<file path="src/rtl/signed_sort4.sv">
// signed_sort4 - sequential sorting stage for frames of 4-bit signed samples.
//
// Collects DEPTH two's-complement samples, sorts them in place with one
// compare-and-swap per cycle, then streams them out in ascending signed order.
// Only a single signed less-than comparator is used. It always sees
// A = mem[j+1] and B = mem[j].
//
// Handshake (both sides): a beat transfers on the rising clk edge where
// valid && ready. Valid never depends on ready. Data is captured only on a
// transfer. A stalled output holds out_valid and out_data unchanged.
//
// Optional build macro: SIGNED_SORT_EARLY_EXIT_EN. When it is defined, a pass
// in which no swap occurs ends the sort early. When it is undefined, the sort
// always runs (DEPTH-1)^2 cycles. Output data is the same in both builds.
//
// Ports:
//   clk        rising-edge clock
//   rst_n      asynchronous active-low reset (aborts any frame in flight)
//   in_valid   upstream sample present
//   in_ready   sample accepted this cycle (LOAD only)
//   in_data    4-bit signed sample
//   out_valid  sorted sample present (DRAIN only)
//   out_ready  downstream accepts the sample
//   out_data   4-bit signed sorted sample, driven from registers
//   out_last   final sample of the frame
//   busy       high in SORT or DRAIN
module signed_sort4 #(
  parameter int DEPTH = 4
) (
  input  logic       clk,
  input  logic       rst_n,
  input  logic       in_valid,
  output logic       in_ready,
  input  logic [3:0] in_data,
  output logic       out_valid,
  input  logic       out_ready,
  output logic [3:0] out_data,
  output logic       out_last,
  output logic       busy
);

  localparam int IW = $clog2(DEPTH);
  localparam logic [IW-1:0] IDX_LAST = IW'(DEPTH - 1);
  localparam logic [IW-1:0] IDX_PEN  = IW'(DEPTH - 2);

  typedef enum logic [1:0] {
    ST_LOAD  = 2'd0,
    ST_SORT  = 2'd1,
    ST_DRAIN = 2'd2
  } state_t;

  state_t        state_q, state_d;
  logic [IW-1:0] wr_idx_q, wr_idx_d;
  logic [IW-1:0] j_q, j_d;
  logic [IW-1:0] pass_q, pass_d;
  logic [IW-1:0] rd_idx_q, rd_idx_d;
  logic [3:0]    mem_q [DEPTH];
  logic [3:0]    mem_d [DEPTH];

  logic [IW-1:0] j_p1;
  logic [3:0]    cmp_a, cmp_b;
  logic          a_lt_b;
  logic          swap;
  logic          pass_end;
  logic          last_pass;
  logic          early_exit;
  logic          sort_done;
  logic          in_xfer, out_xfer;

  // The one comparator: signed A < B. Equal values never swap, which keeps
  // the sort stable and means a frame of ties produces no swap strobes.
  assign j_p1   = j_q + IW'(1);
  assign cmp_a  = mem_q[j_p1];
  assign cmp_b  = mem_q[j_q];
  assign a_lt_b = $signed(cmp_a) < $signed(cmp_b);

  assign swap      = (state_q == ST_SORT) && a_lt_b;
  assign pass_end  = (j_q == IDX_PEN);
  assign last_pass = (pass_q == IDX_PEN);
  assign in_xfer   = in_valid && in_ready;
  assign out_xfer  = out_valid && out_ready;

`ifdef SIGNED_SORT_EARLY_EXIT_EN
  logic swapped_q, swapped_d;

  // The swap on the pass's final compare counts toward that same pass.
  assign early_exit = pass_end && !(swapped_q || swap);

  always_comb begin
    swapped_d = 1'b0;
    if (state_q == ST_SORT && !pass_end) begin
      swapped_d = swapped_q || swap;
    end
  end

  always_ff @(posedge clk or negedge rst_n) begin
    if (!rst_n) begin
      swapped_q <= 1'b0;
    end else begin
      swapped_q <= swapped_d;
    end
  end
`else
  assign early_exit = 1'b0;
`endif

  assign sort_done = (state_q == ST_SORT) && pass_end && (last_pass || early_exit);

  // ---------------------------------------------------------------------
  // FSM: state register
  // ---------------------------------------------------------------------
  always_ff @(posedge clk or negedge rst_n) begin
    if (!rst_n) begin
      state_q <= ST_LOAD;
    end else begin
      state_q <= state_d;
    end
  end

  // ---------------------------------------------------------------------
  // FSM: next-state logic
  // ---------------------------------------------------------------------
  always_comb begin
    state_d = state_q;
    case (state_q)
      ST_LOAD: begin
        if (in_xfer && wr_idx_q == IDX_LAST) state_d = ST_SORT;
      end
      ST_SORT: begin
        if (sort_done) state_d = ST_DRAIN;
      end
      ST_DRAIN: begin
        if (out_xfer && rd_idx_q == IDX_LAST) state_d = ST_LOAD;
      end
      default: state_d = ST_LOAD;
    endcase
  end

  // ---------------------------------------------------------------------
  // FSM: outputs (registers only, nothing combinational from inputs)
  // ---------------------------------------------------------------------
  always_comb begin
    in_ready  = 1'b0;
    out_valid = 1'b0;
    out_last  = 1'b0;
    out_data  = 4'd0;
    busy      = 1'b0;
    case (state_q)
      ST_LOAD: begin
        in_ready = 1'b1;
      end
      ST_SORT: begin
        busy = 1'b1;
      end
      ST_DRAIN: begin
        busy      = 1'b1;
        out_valid = 1'b1;
        out_data  = mem_q[rd_idx_q];
        out_last  = (rd_idx_q == IDX_LAST);
      end
      default: begin
        in_ready = 1'b0;
      end
    endcase
  end

  // ---------------------------------------------------------------------
  // Datapath next-state
  // ---------------------------------------------------------------------
  always_comb begin
    wr_idx_d = wr_idx_q;
    j_d      = j_q;
    pass_d   = pass_q;
    rd_idx_d = rd_idx_q;
    mem_d    = mem_q;
    case (state_q)
      ST_LOAD: begin
        if (in_xfer) begin
          mem_d[wr_idx_q] = in_data;
          if (wr_idx_q == IDX_LAST) begin
            wr_idx_d = '0;
            j_d      = '0;
            pass_d   = '0;
          end else begin
            wr_idx_d = wr_idx_q + IW'(1);
          end
        end
      end
      ST_SORT: begin
        if (swap) begin
          mem_d[j_q]  = mem_q[j_p1];
          mem_d[j_p1] = mem_q[j_q];
        end
        if (pass_end) begin
          j_d    = '0;
          // Leave pass at zero once sorting ends so the next frame starts clean.
          pass_d = sort_done ? '0 : pass_q + IW'(1);
        end else begin
          j_d = j_p1;
        end
      end
      ST_DRAIN: begin
        if (out_xfer) begin
          rd_idx_d = (rd_idx_q == IDX_LAST) ? '0 : rd_idx_q + IW'(1);
        end
      end
      default: begin
        rd_idx_d = '0;
      end
    endcase
  end

  always_ff @(posedge clk or negedge rst_n) begin
    if (!rst_n) begin
      wr_idx_q <= '0;
      j_q      <= '0;
      pass_q   <= '0;
      rd_idx_q <= '0;
      for (int i = 0; i < DEPTH; i++) begin
        mem_q[i] <= 4'd0;
      end
    end else begin
      wr_idx_q <= wr_idx_d;
      j_q      <= j_d;
      pass_q   <= pass_d;
      rd_idx_q <= rd_idx_d;
      mem_q    <= mem_d;
    end
  end

endmodule
</file>
<file path="config.mk">
export PLATFORM = sky130hd
export DESIGN_NAME = signed_sort4
export DESIGN_NICKNAME = d
export VERILOG_FILES = /design/src/rtl/signed_sort4.sv
export SDC_FILE = /design/constraint.sdc
export NUM_CORES = 1
export LEC_CHECK = 0
export CORE_MARGIN = 2
export CORE_UTILIZATION = 65
export CTS_BUF_LIST = sky130_fd_sc_hd__clkbuf_4
export CTS_CLUSTER_DIAMETER = 120
export DETAILED_ROUTE_END_ITERATION = 8
export GPL_TIMING_DRIVEN = 0
export PLACE_DENSITY = 0.85
export SLEW_MARGIN = 10
export SYNTH_ARGS = -nofsm -noshare
export SYNTH_HDL_FRONTEND = slang
export SYNTH_SLANG_ARGS = --single-unit
</file>
<file path="constraint.sdc">
create_clock -name clk -period 9.3 [get_ports clk]
set_input_delay 1.86 -clock clk [delete_from_list [all_inputs] [get_ports clk]]
set_output_delay 1.86 -clock clk [all_outputs]
set_load 0.01 [all_outputs]
</file>
# == Word-level counts from Yosys, hierarchy flattened ==
# Index checks and enable logic that the tools add are counted.
# totals
regBits,26
inputBits,8
# classes
n_addsub,4
order_cmp,8
n_eq_ne,14
mux,41
bitwise,5
reduce_logical,20
# op_table
cell,n
bitwise mux 16 bit,3
2-to-1 mux 4 bit,10
2-to-1 mux 16 bit,2
one-hot mux 16 bit (2 select lines),1
binary-select mux 4 bit (select 2 bit),3
demux 4 bit (select 2 bit),3
2-to-1 mux 2 bit,11
"inequality test 2 bit, second input constant",8
"greater-or-equal comparator 3 bit, second input constant",4
inverter 2 -> 3 bit,4
one-hot mux 2 bit (2 select lines),3
"== test 2 bit, second input constant",5
logical AND 1 bit,10
"less-than comparator 3 x 1 -> 1 bit, second input constant",3
AND reduction 3 bit,3
"adder 2 x 1 -> 2 bit, second input constant",4
one-hot mux 2 bit (3 select lines),1
less-than comparator 4 bit,1
2-to-1 mux 1 bit,4
AND reduction 2 bit,2
AND reduction 4 bit,1
OR reduction 2 bit,2
"== test 2 x 1 -> 1 bit, second input constant",1
zero test 2 bit,1
2 further kinds,2

# == Logic depth before layout (Yosys ltp) ==
# Gate-level depths: netlist of run 1.
# depth
word_depth,9
ltp_mapped,10

# == Worst setup path before layout of run 1 ==
# No wires, ideal clock.
# synth_path
kind,register to register
startpoint,register j_q[0]
endpoint,register mem_q[0] in the netlist's numbering
setup_time_ns,0.125
arrival_ns,3.200
t_required_ns,9.175
slack_ns,5.975
stages_incl_launch_ff,10
path_buffers,1
synth_period_minus_slack_ns,3.325
path_cell_list,dfrtp_1 buf_4 inv_1 ha_1 mux4_2 ha_1 a2111oi_0 o221ai_4 nor2_4 mux2_4
# synth_via
elab_chain_len,9
# synth_rtl
item,line,text
start: declaration,54,"logic [IW-1:0] j_q, j_d;"
start signal: assignment,224,j_q <= j_d;
adder 2 x 1 -> 2 bit / inverter 2 -> 3 bit (equally long branches),-,
"inverter 2 -> 3 bit (not written as such), or another cell as far along","73, 191, 192",
"binary-select mux 4 bit (select 2 bit), or another cell as far along","73, 191",
"2-to-1 mux 4 bit (not written as such), or another cell as far along (2 in series)","73, 191",
"less-than comparator 4 bit, or another cell as far along",75,assign a_lt_b = $signed(cmp_a) < $signed(cmp_b);
logical AND 1 bit / bitwise mux 16 bit (equally long branches),"77, 192",
inequality test 2 bit (no source line) / 2-to-1 mux 16 bit (equally long branches),-,
AND reduction 3 bit (no source line) / one-hot mux 16 bit (2 select lines) (equally long branches),-,
end signal: assignment,227,mem_q <= mem_d;
end: declaration,57,logic [3:0] mem_q [DEPTH];
# Several ways; a longest one is shown, not always the timed one. The select of a mux whose other input is x is not followed.
# A chain may end at the register's enable or synchronous reset.

# == Worst setup path in the final report of run 1 ==
# layout_path
startpoint,register j_q[0]
endpoint,register mem_q[4] in the netlist's numbering
# The elaborated chain is that of the path after synthesis.

==> results of run 1 <==
## through the flow
| step | cell area [µm²] | hold slack [ps] |
|---|---|---|
| detailed placement | 2322 | 527.7 |
| global placement | 2322 | 502.8 |
| global route | 2370 | 578.5 |
| floorplan | 2117 | 486.4 |
| CTS | 2375 | 561.2 |
| finish | 2370 | 563.2 |
## worst max path at each step
stage	from	end	slack (ps)
floorplan	j_q[0]$_DFFE_PN0P_	mem_q[0]$_DFFE_PN0P_	5970
global placement	j_q[0]$_DFFE_PN0P_	mem_q[8]$_DFFE_PN0P_	5600
detailed placement	j_q[0]$_DFFE_PN0P_	mem_q[4]$_DFFE_PN0P_	5500
CTS	rd_idx_q[1]$_DFFE_PN0P_	out_data[0]	5280
global route	j_q[0]$_DFFE_PN0P_	mem_q[4]$_DFFE_PN0P_	5100
finish	j_q[0]$_DFFE_PN0P_	mem_q[4]$_DFFE_PN0P_	5230
## placed cells by master (no fill, tap or decap), types with 3 or more instances in the layout
cell | Yosys | routed
a221o_1 | 3 | 3
a22o_1 | 3 | 3
a32oi_1 | 4 | 4
and2_1 | 5 | 5
clkbuf_4 | 0 | 3
clkdlybuf4s50_1 | 0 | 14
dfrtp_1 | 26 | 26
ha_1 | 17 | 17
inv_1 | 15 | 15
mux2_2 | 3 | 3
mux2_4 | 15 | 15
mux4_2 | 12 | 12
nand2_1 | 34 | 34
nor2_1 | 14 | 14
nor2_4 | 4 | 4
nor2b_1 | 4 | 4
o211ai_1 | 8 | 8
o21ai_0 | 5 | 5
## metal layers
| metal | share of wire (%) | track usage [%] |
|---|---|---|
| met4 | 3.8 | 14.91 |
| met3 | 6.4 | 3.361 |
| met2 | 49 | 51.82 |
| met1 | 40 | 36.57 |
| met5 | 0 | 0 |
## cell families after synthesis
logic type / count (synthesis) / share of synthesized area, %
simple gates: 67 / 15.31
compound gates: 38 / 14.84
mux: 30 / 25.00
flops: 26 / 30.73
buf+inv: 20 / 4.078
fa+ha+maj: 17 / 10.05
## flip-flops by register name, summed over array words and instances (netlist names)
register and count:
mem_q 16, j_q 2, pass_q 2, rd_idx_q 2, state_q 2, wr_idx_q 2
## power groups by stage
stage	Sequential, µW	Clock, µW	Combinational [µW]
3_3_place_gp	202	0	530
5_1_grt	215	84.8	606
3_5_place_dp	211	0	548
2_1_floorplan	192	0	425
4_1_cts	208	80.0	558
6_report	210	79.3	564
## area by class of cell
cell class	count	area share [%]
buffer	4	1.109
clock inverter	1	1.267
tap	44	2.323
inverter	16	2.534
clock buffer	3	0.9504
multi-input combinational	152	58.24
sequential	26	27.46
timing repair buffer	15	6.125
## worst register-to-register path: stages (launching register included)
cell,delay (ps)
dfrtp_1,440
buf_4,240
inv_1,110
ha_1,420
mux4_2,400
ha_1,360
a2111oi_0,980
o221ai_4,370
nor2_4,330
mux2_4,330
==> results by group, run 1 <==
Floorplanning
  – CORE AREA: 0.003078 mm²
  – Die Y: about 61 µm
  – Top Ports: 16
  – Initial cell density of the core: around 70%
  – Row count: 20
  – DIE WIDTH: 61.07 µm
  – Die area: about 0.0037 mm²

Clock network
  – CTS-repair resized insts: 0
  – Clk sinks: 26
  – Hold_buf cts: 0
  – Worst skew pair latency: between 300 and 400 ps
  – Clock root buffer: clkbuf_4
  – CTS Buf Count: 3
  – Setup bufs post-CTS: 0
  – CTS max path bufs: 2
  – H-tree levels: 1
  – CTS tree: yes
  – Reg clk slew, reported paths: around 140 ps

GRT
  – First-pass GRT wire length: between 8000 and 9000 µm
  – Initial antenna violation count: 0
  – Number of global-route vias before repair: 1714
  – GRT Residual Overflow: 0
  – Pin count of the biggest net entering global routing: 27
  – GR Util All Layers: 29.82%

Worst setup path
  – Crit end category: flop
  – CP max stage cell: a2111oi_0
  – WP buf/inv: 2
  – Req. time, crit path: ~9500 ps
  – CP max FO: 10
  – R2R cell count: 9
  – Worst Setup Start Kind: flop
  – R2R Path End: mem_q[4]$_DFFE_PN0P_
  – Worst reg2reg startpoint: j_q[0]$_DFFE_PN0P_
  – Critical Path Max Stage Delay: around 980 ps
  – CP Class: flop to flop
  – WP depth: 9
  – Worst path cell trace: buf_4, inv_1, ha_1, mux4_2, ha_1, a2111oi_0, o221ai_4, nor2_4, mux2_4
  – Most numerous cell on the critical path: ha_1
  – Crit path max-delay family: compound AO/OA/AOI/OAI gates
  – Crit path DAT: 4310 ps
  – Flop-to-flop setup slack: ~5200 ps

Cells and area
  – # diodes: 0
  – Reg area: between 600 and 700 µm²
  – Area grow syn2layout: 11.94%
  – Area of the multi-input gates: around 0.0014 mm²
  – Share of layout cells above drive strength 1: 20.74%
  – Fillers: 210
  – Post-Layout Cell Count: 261
  – Layout Utilization: between 70% and 80%
  – # nets final: approximately 240

Flow run
  – Max-Cap Viols: 0

Detailed routing
  – Detailed Route Iter0 Violations: roughly 150
  – Vias per std cell: ~6.5
  – Via count: roughly 1700
  – WL/cell: 19.70 µm
  – Post-route DRC: 0
  – Total wire length: 5141 µm
  – TritonRoute pass-1 iters: 4
  – Post-DRT Antenna Nets: 0

Yosys
  – Syn Std Cell Area: ~0.0021 mm²
  – Largest cells by area after synthesis: dfrtp_1 (31%), mux4_2 (13%), mux2_4 (11%), ha_1 (10%), nand2_1 (6.0%)
  – EDFF count, synth: 0
  – Sequential fraction of the synthesis area: 30.73%
  – Most frequent cell after synthesis: nand2_1
  – Distinct cells, synth: 36
  – Top FF cell, synth: dfrtp_1
  – Synth cell count leaders: nand2_1 (34), dfrtp_1 (26), ha_1 (17)
  – Syn. warnings: 0
  – Async set-reset flop share out of synthesis: 100.0%
  – Syn_area_per_cell: roughly 11 µm²
  – Top cell type by total area after synthesis: dfrtp_1
  – Mapped Cells: approximately 200
  – Post-synth net total: between 200 and 250
  – Seq cells post-synth: 26
  – Share of the synthesized area in the top cell type: 30.73%

STA
  – Final hold violation count: 0
  – Relative slew slack: between 20% and 30%
  – Clock skew: ~2.6 ps
  – Crit path time final: about 4100 ps
  – Setup TNS: 0 ps
  – Final WS setup: roughly 5200 ps
  – Peak Freq: roughly 250 MHz
  – RSZ-0062 raised after global routing: false
  – Worst-Margin Slew: approximately 1100 ps
  – Final setup viols: 0
  – Pins over their slew limit: 0
  – Final Cycle Share: ~44%

Pwr
  – Worst VDD drop: 0.2371 mV
  – Reg power frac: roughly a quarter
  – Psw: 391.7 µW
  – Post-layout total power: approximately 850 µW
  – Clock power frac: approximately a tenth
  – Logic pwr share: ~66%
  – Internal power component: ~460 µW
  – Leak: about 0.0010 µW
  – Sw frac: 45.93%
  – Power per Cell Area: approximately 360 mW/mm²

Hold path
  – Hold Path Origin: state_q[0]$_DFFE_PN0P_
  – Hold Path Class: flop to flop
  – Worst Hold Path EP: state_q[0]$_DFFE_PN0P_
  – WHS Path Cells: 1

Placed design
  – Post-Place Cells: about 260
  – Routability Congestion: just over 1
  – Place WS: 5505 ps
  – IO buf count: 15
  – Post-detail-place hpwl: between 3000 and 4000 µm

Outcome
  – Status: finished, final reports clean
(Power assumes the default switching activity.)
==> inputs of run 2 (changes only) <==
CORE_UTILIZATION = 61   (was 65)
PLACE_DENSITY = 0.81   (was 0.85)
clock period = 4.27 ns   (was 9.3 ns; I/O delays follow)
==> run 2 against run 1 <==
Compared with the run above:
- total power increased by 120%
- count of clock-buffer cells in the layout unchanged
- maximum frequency increased by 7.4%
- setup slack got worse by 4800 ps
- register-to-register slack got worse by 4800 ps
- critical endpoint is now mem_q[6]$_DFFE_PN0P_
- largest power group unchanged
==> results by group, run 2 (synthesis results as in run 1) <==
STA
  – WHS: 502.5 ps (was 563.2 ps)
  – Crit path time final: 3791 ps (was 4071 ps)
  – Final Cycle Share: 88.79% (was 43.77%)
  – RSZ-0062 raised after global routing: false (unchanged)
  – Pins over their slew limit: 0 (unchanged)
  – Relative slew slack: 45.63% (was 24.96%)
  – Worst-Margin Slew: 795.0 ps (was 1097 ps)
  – Clock skew: 11.18 ps (was 2.551 ps)
  – Peak Freq: 263.8 MHz (was 245.6 MHz)
  – Final hold violation count: 0 (unchanged)
  – Final setup viols: 0 (unchanged)
  – Setup TNS: 0 ps (unchanged)

Clock network
  – Setup bufs post-CTS: 0 (unchanged)
  – CTS-repair resized insts: 0 (unchanged)
  – Hold_buf cts: 0 (unchanged)
  – CTS tree: yes (unchanged)
  – CTS max path bufs: 2 (unchanged)
  – H-tree levels: 1 (unchanged)
  – Clock root buffer: clkbuf_4 (unchanged)
  – Worst skew pair latency: 330 ps (about the same)
  – CTS Buf Count: 3 (unchanged)
  – Reg clk slew, reported paths: 150 ps (was 140 ps)
  – Clk sinks: 26 (unchanged)

Detailed routing
  – Via count: 1689 (was 1708)
  – Post-DRT Antenna Nets: 0 (unchanged)
  – Vias per std cell: 6.422 (was 6.544)
  – TritonRoute pass-1 iters: 5 (was 4)
  – Post-route DRC: 0 (unchanged)
  – Detailed Route Iter0 Violations: 139 (was 145)
  – Total wire length: 5047 µm (was 5141 µm)
  – WL/cell: 19.19 µm (was 19.70 µm)

GRT
  – Pin count of the biggest net entering global routing: 27 (unchanged)
  – GRT Residual Overflow: 0 (unchanged)
  – Number of global-route vias before repair: 1746 (was 1714)
  – First-pass GRT wire length: 8583 µm (was 8045 µm)
  – Initial antenna violation count: 0 (unchanged)
  – GR Util All Layers: 28.03% (was 29.82%)

Floorplanning
  – Die area: 0.003958 mm² (was 0.003730 mm²)
  – Initial cell density of the core: 63.44% (was 68.78%)
  – Die Y: 62.91 µm (was 61.07 µm)
  – DIE WIDTH: 62.91 µm (was 61.07 µm)
  – Row count: 21 (was 20)
  – CORE AREA: 0.003337 mm² (was 0.003078 mm²)
  – Top Ports: 16 (unchanged)

Worst setup path
  – CP max FO: 10 (unchanged)
  – Worst Setup Start Kind: flop (unchanged)
  – Crit path DAT: 4020 ps (was 4310 ps)
  – CP Class: flop to flop (unchanged)
  – Req. time, crit path: 4500 ps (was 9540 ps)
  – Crit end category: flop (unchanged)

Cells and area
  – Commonest non-fill, non-tap cell in the layout: nand2_1 (unchanged)
  – # diodes: 0 (unchanged)
  – # nets final: 243 (unchanged)
  – Commonest cells after routing, fill and taps aside: nand2_1 (34), dfrtp_1 (26), ha_1 (17) (unchanged)
  – Top reg by flops: mem_q (unchanged)
  – Share of layout cells above drive strength 1: 20.74% (unchanged)
  – Post-Layout Cell Count: 263 (was 261)
  – Area grow syn2layout: 12.06% (was 11.94%)
  – Largest register FFs: 16 (unchanged)

Placed design
  – Post-detail-place hpwl: 3830 µm (was 3804 µm)
  – IO buf count: 15 (unchanged)
  – Routability Congestion: 0.9612 (was 1.025)
  – Post-Place Cells: 259 (was 257)

Hold path
  – Hold Path Class: input port to asynchronous set/reset pin (was flop to flop)

Flow run
  – Max-Cap Viols: 0 (unchanged)

Pwr
  – Post-layout total power: 1842 µW (was 852.9 µW)
  – Worst VDD drop: 0.4493 mV (was 0.2371 mV)
  – Leak: 0.001002 µW (unchanged)
  – Power per Cell Area: 776.5 mW/mm² (was 359.9 mW/mm²)

Outcome
  – Status: finished, final reports clean (unchanged)
run 2: cell counts in the layout (fill, tap and decap cells not counted):
Identical to the previous run, type by type.
run 2: cell type report:
| class | count | area [µm²] |
|---|---|---|
| clock inverters | 1 | 30.03 |
| clock buffers | 3 | 22.52 |
| inverters | 16 | 60.06 |
| well taps | 46 | 57.56 |
| multi-input cells | 152 | 1380 |
| fillers | 257 | 964.7 |
| plain buffers | 4 | 26.28 |
| flip-flops and latches | 26 | 650.6 |
| repair buffers | 15 | 145.1 |
run 2: path summary, 6_finish.rpt:
kind	startpoint	to	slack, ps	cells after the start
worst max-delay path	j_q[0]$_DFFE_PN0P_	mem_q[6]$_DFFE_PN0P_	480	9
worst min-delay path	rst_n	mem_q[13]$_DFFE_PN0P_	500	1
worst max register to register	j_q[0]$_DFFE_PN0P_	mem_q[6]$_DFFE_PN0P_	480	9
worst min register to register	state_q[1]$_DFFE_PN0P_	state_q[1]$_DFFE_PN0P_	560	1
max in group asynchronous	rst_n	pass_q[0]$_DFFE_PN0P_	3370	1
min in group clk	state_q[1]$_DFFE_PN0P_	state_q[1]$_DFFE_PN0P_	560	1
run 2: power by group:
part	internal, µW	switching [µW]
combinational	566	657
clock	95.0	76.2
sequential	343	105
run 2: per-layer routing:
metal / track usage [%] / part of all wire [%] / vias up
met4: 12.22 / 3.1 / 0
met5: 0 / 0 / -
met2: 46.01 / 50 / 72
li1: - / - / 763
met1: 37.98 / 40 / 839
met3: 2.523 / 7.0 / 15
run 2: metrics by stage:
stage	setup slack [ps]	cell area, µm²	util, %
after global routing	348.4	2372	71.09
final	478.5	2372	71.09
after detailed placement	502.8	2325	69.67
after CTS	484.4	2377	71.24
after floorplan	944.7	2117	-
after global placement	573.2	2325	69.67
run 2: worst max-delay path, cell delays in order (launching register included):
cell	delay, ps
dfrtp_1	430
buf_4	240
inv_1	100
ha_1	450
mux4_2	410
ha_1	340
a2111oi_0	750
o221ai_4	340
nor2_4	310
mux2_4	320
==> inputs of run 3 (changes only) <==
ABC_AREA = 1   (was unset)
CORE_UTILIZATION = 45   (was 61)
PLACE_DENSITY = 0.62   (was 0.81)
==> run 3 against run 2 <==
Compared with the run above:
- register-to-register slack gained 860 ps
- non-clock buffer count rose by 5
- synthesized cell count rose by 64%
- sequential cell count stayed put
- maximum frequency up 23%
- core utilization is 18 points lower
- sequential power increased by 2%
- critical path depth is 3 lower
- clock skew fell by 7.3 ps
- critical endpoint is now out_data[0]
==> results by group, run 3 <==
Outcome
  – Status: finished, final reports clean (unchanged)

Yosys
  – Mapped Cells: 325 (was 198)
  – Post-synth net total: 350 (was 223)
  – Seq cells post-synth: 26 (unchanged)
  – EDFF count, synth: 0 (unchanged)
  – Syn Std Cell Area: 0.002218 mm² (was 0.002117 mm²)
  – Async set-reset flop share out of synthesis: 100.0% (unchanged)
  – Sequential fraction of the synthesis area: 29.33% (was 30.73%)
  – Synth cell count leaders: nand2_1 (124), inv_1 (29), dfrtp_1 (26) (was nand2_1 (34), dfrtp_1 (26), ha_1 (17))
  – Top FF cell, synth: dfrtp_1 (unchanged)
  – Most frequent cell after synthesis: nand2_1 (unchanged)
  – Syn. warnings: 0 (unchanged)
  – Largest cells by area after synthesis: dfrtp_1 (29%), nand2_1 (21%), ha_1 (9.6%), o221ai_1 (5.9%), nand3_1 (5.6%) (was dfrtp_1 (31%), mux4_2 (13%), mux2_4 (11%), ha_1 (10%), nand2_1 (6.0%))
  – Distinct cells, synth: 23 (was 36)
  – Share of the synthesized area in the top cell type: 29.33% (was 30.73%)
  – Top cell type by total area after synthesis: dfrtp_1 (unchanged)
  – Syn_area_per_cell: 6.826 µm² (was 10.69 µm²)

Worst setup path
  – Critical Path Max Stage Delay: 540 ps (was 750 ps)
  – Flop-to-flop setup slack: 1340 ps (was 480 ps)
  – CP Class: flop to primary output (was flop to flop)
  – R2R Path End: mem_q[3]$_DFFE_PN0P_ (was mem_q[6]$_DFFE_PN0P_)
  – Crit end category: primary output (was flop)
  – Worst reg2reg startpoint: j_q[0]$_DFFE_PN0P_ (unchanged)
  – Crit path to: out_data[0] (was mem_q[6]$_DFFE_PN0P_)
  – CP max stage cell: clkdlybuf4s50_1 (was a2111oi_0)
  – Most numerous cell on the critical path: a21oi_1 (was ha_1)
  – Req. time, crit path: 3420 ps (was 4500 ps)
  – Crit path DAT: 2240 ps (was 4020 ps)
  – Worst Setup Start Kind: flop (unchanged)
  – Crit. Startpoint: rd_idx_q[0]$_DFFE_PN0P_ (was j_q[0]$_DFFE_PN0P_)
  – CP max FO: 10 (unchanged)
  – R2R cell count: 16 (was 9)
  – Worst path cell trace: clkbuf_1, inv_1, a21oi_1, o21ai_0, a21oi_1, clkdlybuf4s50_1 (was buf_4, inv_1, ha_1, mux4_2, ha_1, a2111oi_0, o221ai_4, nor2_4, mux2_4)

Detailed routing
  – Detailed Route Iter0 Violations: 255 (was 139)
  – Post-route DRC: 0 (unchanged)
  – Via count: 2242 (was 1689)
  – TritonRoute pass-1 iters: 6 (was 5)
  – WL/cell: 14.22 µm (was 19.19 µm)
  – Vias per std cell: 5.455 (was 6.422)
  – Total wire length: 5846 µm (was 5047 µm)
  – Post-DRT Antenna Nets: 0 (unchanged)

STA
  – Crit path time final: 3094 ps (was 3791 ps)
  – Pins over their slew limit: 0 (unchanged)
  – Worst-Margin Slew: 616.6 ps (was 795.0 ps)
  – Final WS setup: 1176 ps (was 478.5 ps)
  – Relative slew slack: 58.89% (was 45.63%)
  – Final setup viols: 0 (unchanged)
  – Peak Freq: 323.3 MHz (was 263.8 MHz)
  – Clock skew: 3.853 ps (was 11.18 ps)
  – WHS: 497.0 ps (was 502.5 ps)
  – RSZ-0062 raised after global routing: false (unchanged)
  – Final hold violation count: 0 (unchanged)
  – Final Cycle Share: 72.45% (was 88.79%)
  – Setup TNS: 0 ps (unchanged)

Clock network
  – Setup bufs post-CTS: 0 (unchanged)
  – Clock root buffer: clkbuf_4 (unchanged)
  – H-tree levels: 1 (unchanged)
  – CTS tree: yes (unchanged)
  – CTS-repair resized insts: 0 (unchanged)
  – CTS Buf Count: 3 (unchanged)
  – Clk sinks: 26 (unchanged)
  – Reg clk slew, reported paths: 160 ps (was 150 ps)
  – CTS max path bufs: 2 (unchanged)
  – Worst skew pair latency: 340 ps (was 330 ps)
  – Hold_buf cts: 0 (unchanged)

Floorplanning
  – Top Ports: 16 (unchanged)
  – DIE WIDTH: 74.21 µm (was 62.91 µm)
  – Row count: 25 (was 21)
  – Initial cell density of the core: 46.97% (was 63.44%)
  – CORE AREA: 0.004723 mm² (was 0.003337 mm²)
  – Die Y: 74.21 µm (was 62.91 µm)
  – Die area: 0.005507 mm² (was 0.003958 mm²)

Cells and area
  – # diodes: 0 (unchanged)
  – Commonest cells after routing, fill and taps aside: nand2_1 (124), inv_1 (29), dfrtp_1 (26) (was nand2_1 (34), dfrtp_1 (26), ha_1 (17))
  – Largest register FFs: 16 (unchanged)
  – Share of layout cells above drive strength 1: 6.395% (was 20.74%)
  – Post-Layout Cell Count: 411 (was 263)
  – # nets final: 370 (was 243)
  – Area grow syn2layout: 12.69% (was 12.06%)
  – Commonest non-fill, non-tap cell in the layout: nand2_1 (unchanged)
  – Fillers: 499 (was 257)
  – Top reg by flops: mem_q (unchanged)

Hold path
  – Hold Path Class: input port to asynchronous set/reset pin (unchanged)

Placed design
  – Routability Congestion: 0.8742 (was 0.9612)
  – Place WS: 1372 ps (was 502.8 ps)
  – Post-detail-place hpwl: 4622 µm (was 3830 µm)
  – IO buf count: 15 (unchanged)
  – Post-Place Cells: 407 (was 259)

GRT
  – Number of global-route vias before repair: 2039 (was 1746)
  – Pin count of the biggest net entering global routing: 27 (unchanged)
  – GR Util All Layers: 23.89% (was 28.03%)
  – Initial antenna violation count: 0 (unchanged)
  – First-pass GRT wire length: 10180 µm (was 8583 µm)
  – GRT Residual Overflow: 0 (unchanged)

Pwr
  – Leak: 0.001225 µW (was 0.001002 µW)
  – Power per Cell Area: 858.2 mW/mm² (was 776.5 mW/mm²)
  – Worst VDD drop: 0.9698 mV (was 0.4493 mV)
  – Post-layout total power: 2145 µW (was 1842 µW)

Flow run
  – Max-Cap Viols: 0 (unchanged)
run 3: cell count changes after synthesis, moves of 5 or more:
cell / previous run / this run
a21oi_1: 2 / 11
and2_1: 5 / 0
inv_1: 15 / 29
mux2_4: 15 / 0
mux4_2: 12 / 0
nand2_1: 34 / 124
nand3_1: 1 / 25
nand4_1: 0 / 16
nor2_1: 14 / 23
o211ai_1: 8 / 0
o21ai_0: 5 / 18
o221ai_1: 0 / 15
run 3: logic make-up after synthesis:
| group | count (synthesis) | share of synthesized area [%] |
|---|---|---|
| AO/OA/AOI/OAI | 44 | 12.46 |
| flip-flops | 26 | 29.33 |
| AND/OR/NAND/NOR | 199 | 40.27 |
| adder cells (fa/ha/maj) | 17 | 9.588 |
| buffers and inverters | 39 | 8.348 |
run 3: layer usage:
layer	share of wire (%)	track usage [%]
met1	50	35.91
met2	44	37.80
met5	0	0
met3	6.0	2.304
met4	0.79	4.365
run 3: metrics by stage:
step	instance area, µm²	utilization (%)
floorplan	2218	-
global route	2500	52.93
detailed placement	2452	51.92
CTS	2505	53.03
global placement	2452	51.92
finish	2500	52.93
run 3: cell type report:
type	count	area, µm²	area share [%]
Clock inverter	1	30.03	1.201
Clock buffer	3	22.52	0.9009
Multi-Input combinational cell	260	1383	55.31
Sequential cell	26	650.6	26.03
Inverter	30	115.1	4.605
Timing Repair Buffer	15	145.1	5.806
Buffer	9	70.07	2.803
Tap cell	67	83.83	3.353
run 3: worst min-delay path by stage:
stage	cells past startpoint	to	slack, ps
after floorplan	2	mem_q[3]$_DFFE_PN0P_	480
after global placement	2	state_q[1]$_DFFE_PN0P_	510
after detailed placement	2	state_q[1]$_DFFE_PN0P_	510
after CTS	2	state_q[1]$_DFFE_PN0P_	550
after global routing	1	rd_idx_q[1]$_DFFE_PN0P_	530
final	1	rd_idx_q[1]$_DFFE_PN0P_	500
run 3: where the power goes:
| group | internal, µW | switching (µW) | total [µW] |
|---|---|---|---|
| clock | 95.0 | 85.2 | 180 |
| combinational | 524 | 987 | 1510 |
| sequential | 340 | 115 | 455 |
run 3: critical path, delay by kind of cell, from the launching register on:
kind	cells	cell delay, ps
buf+inv	3	1120
compound gates	3	400
flops	1	380
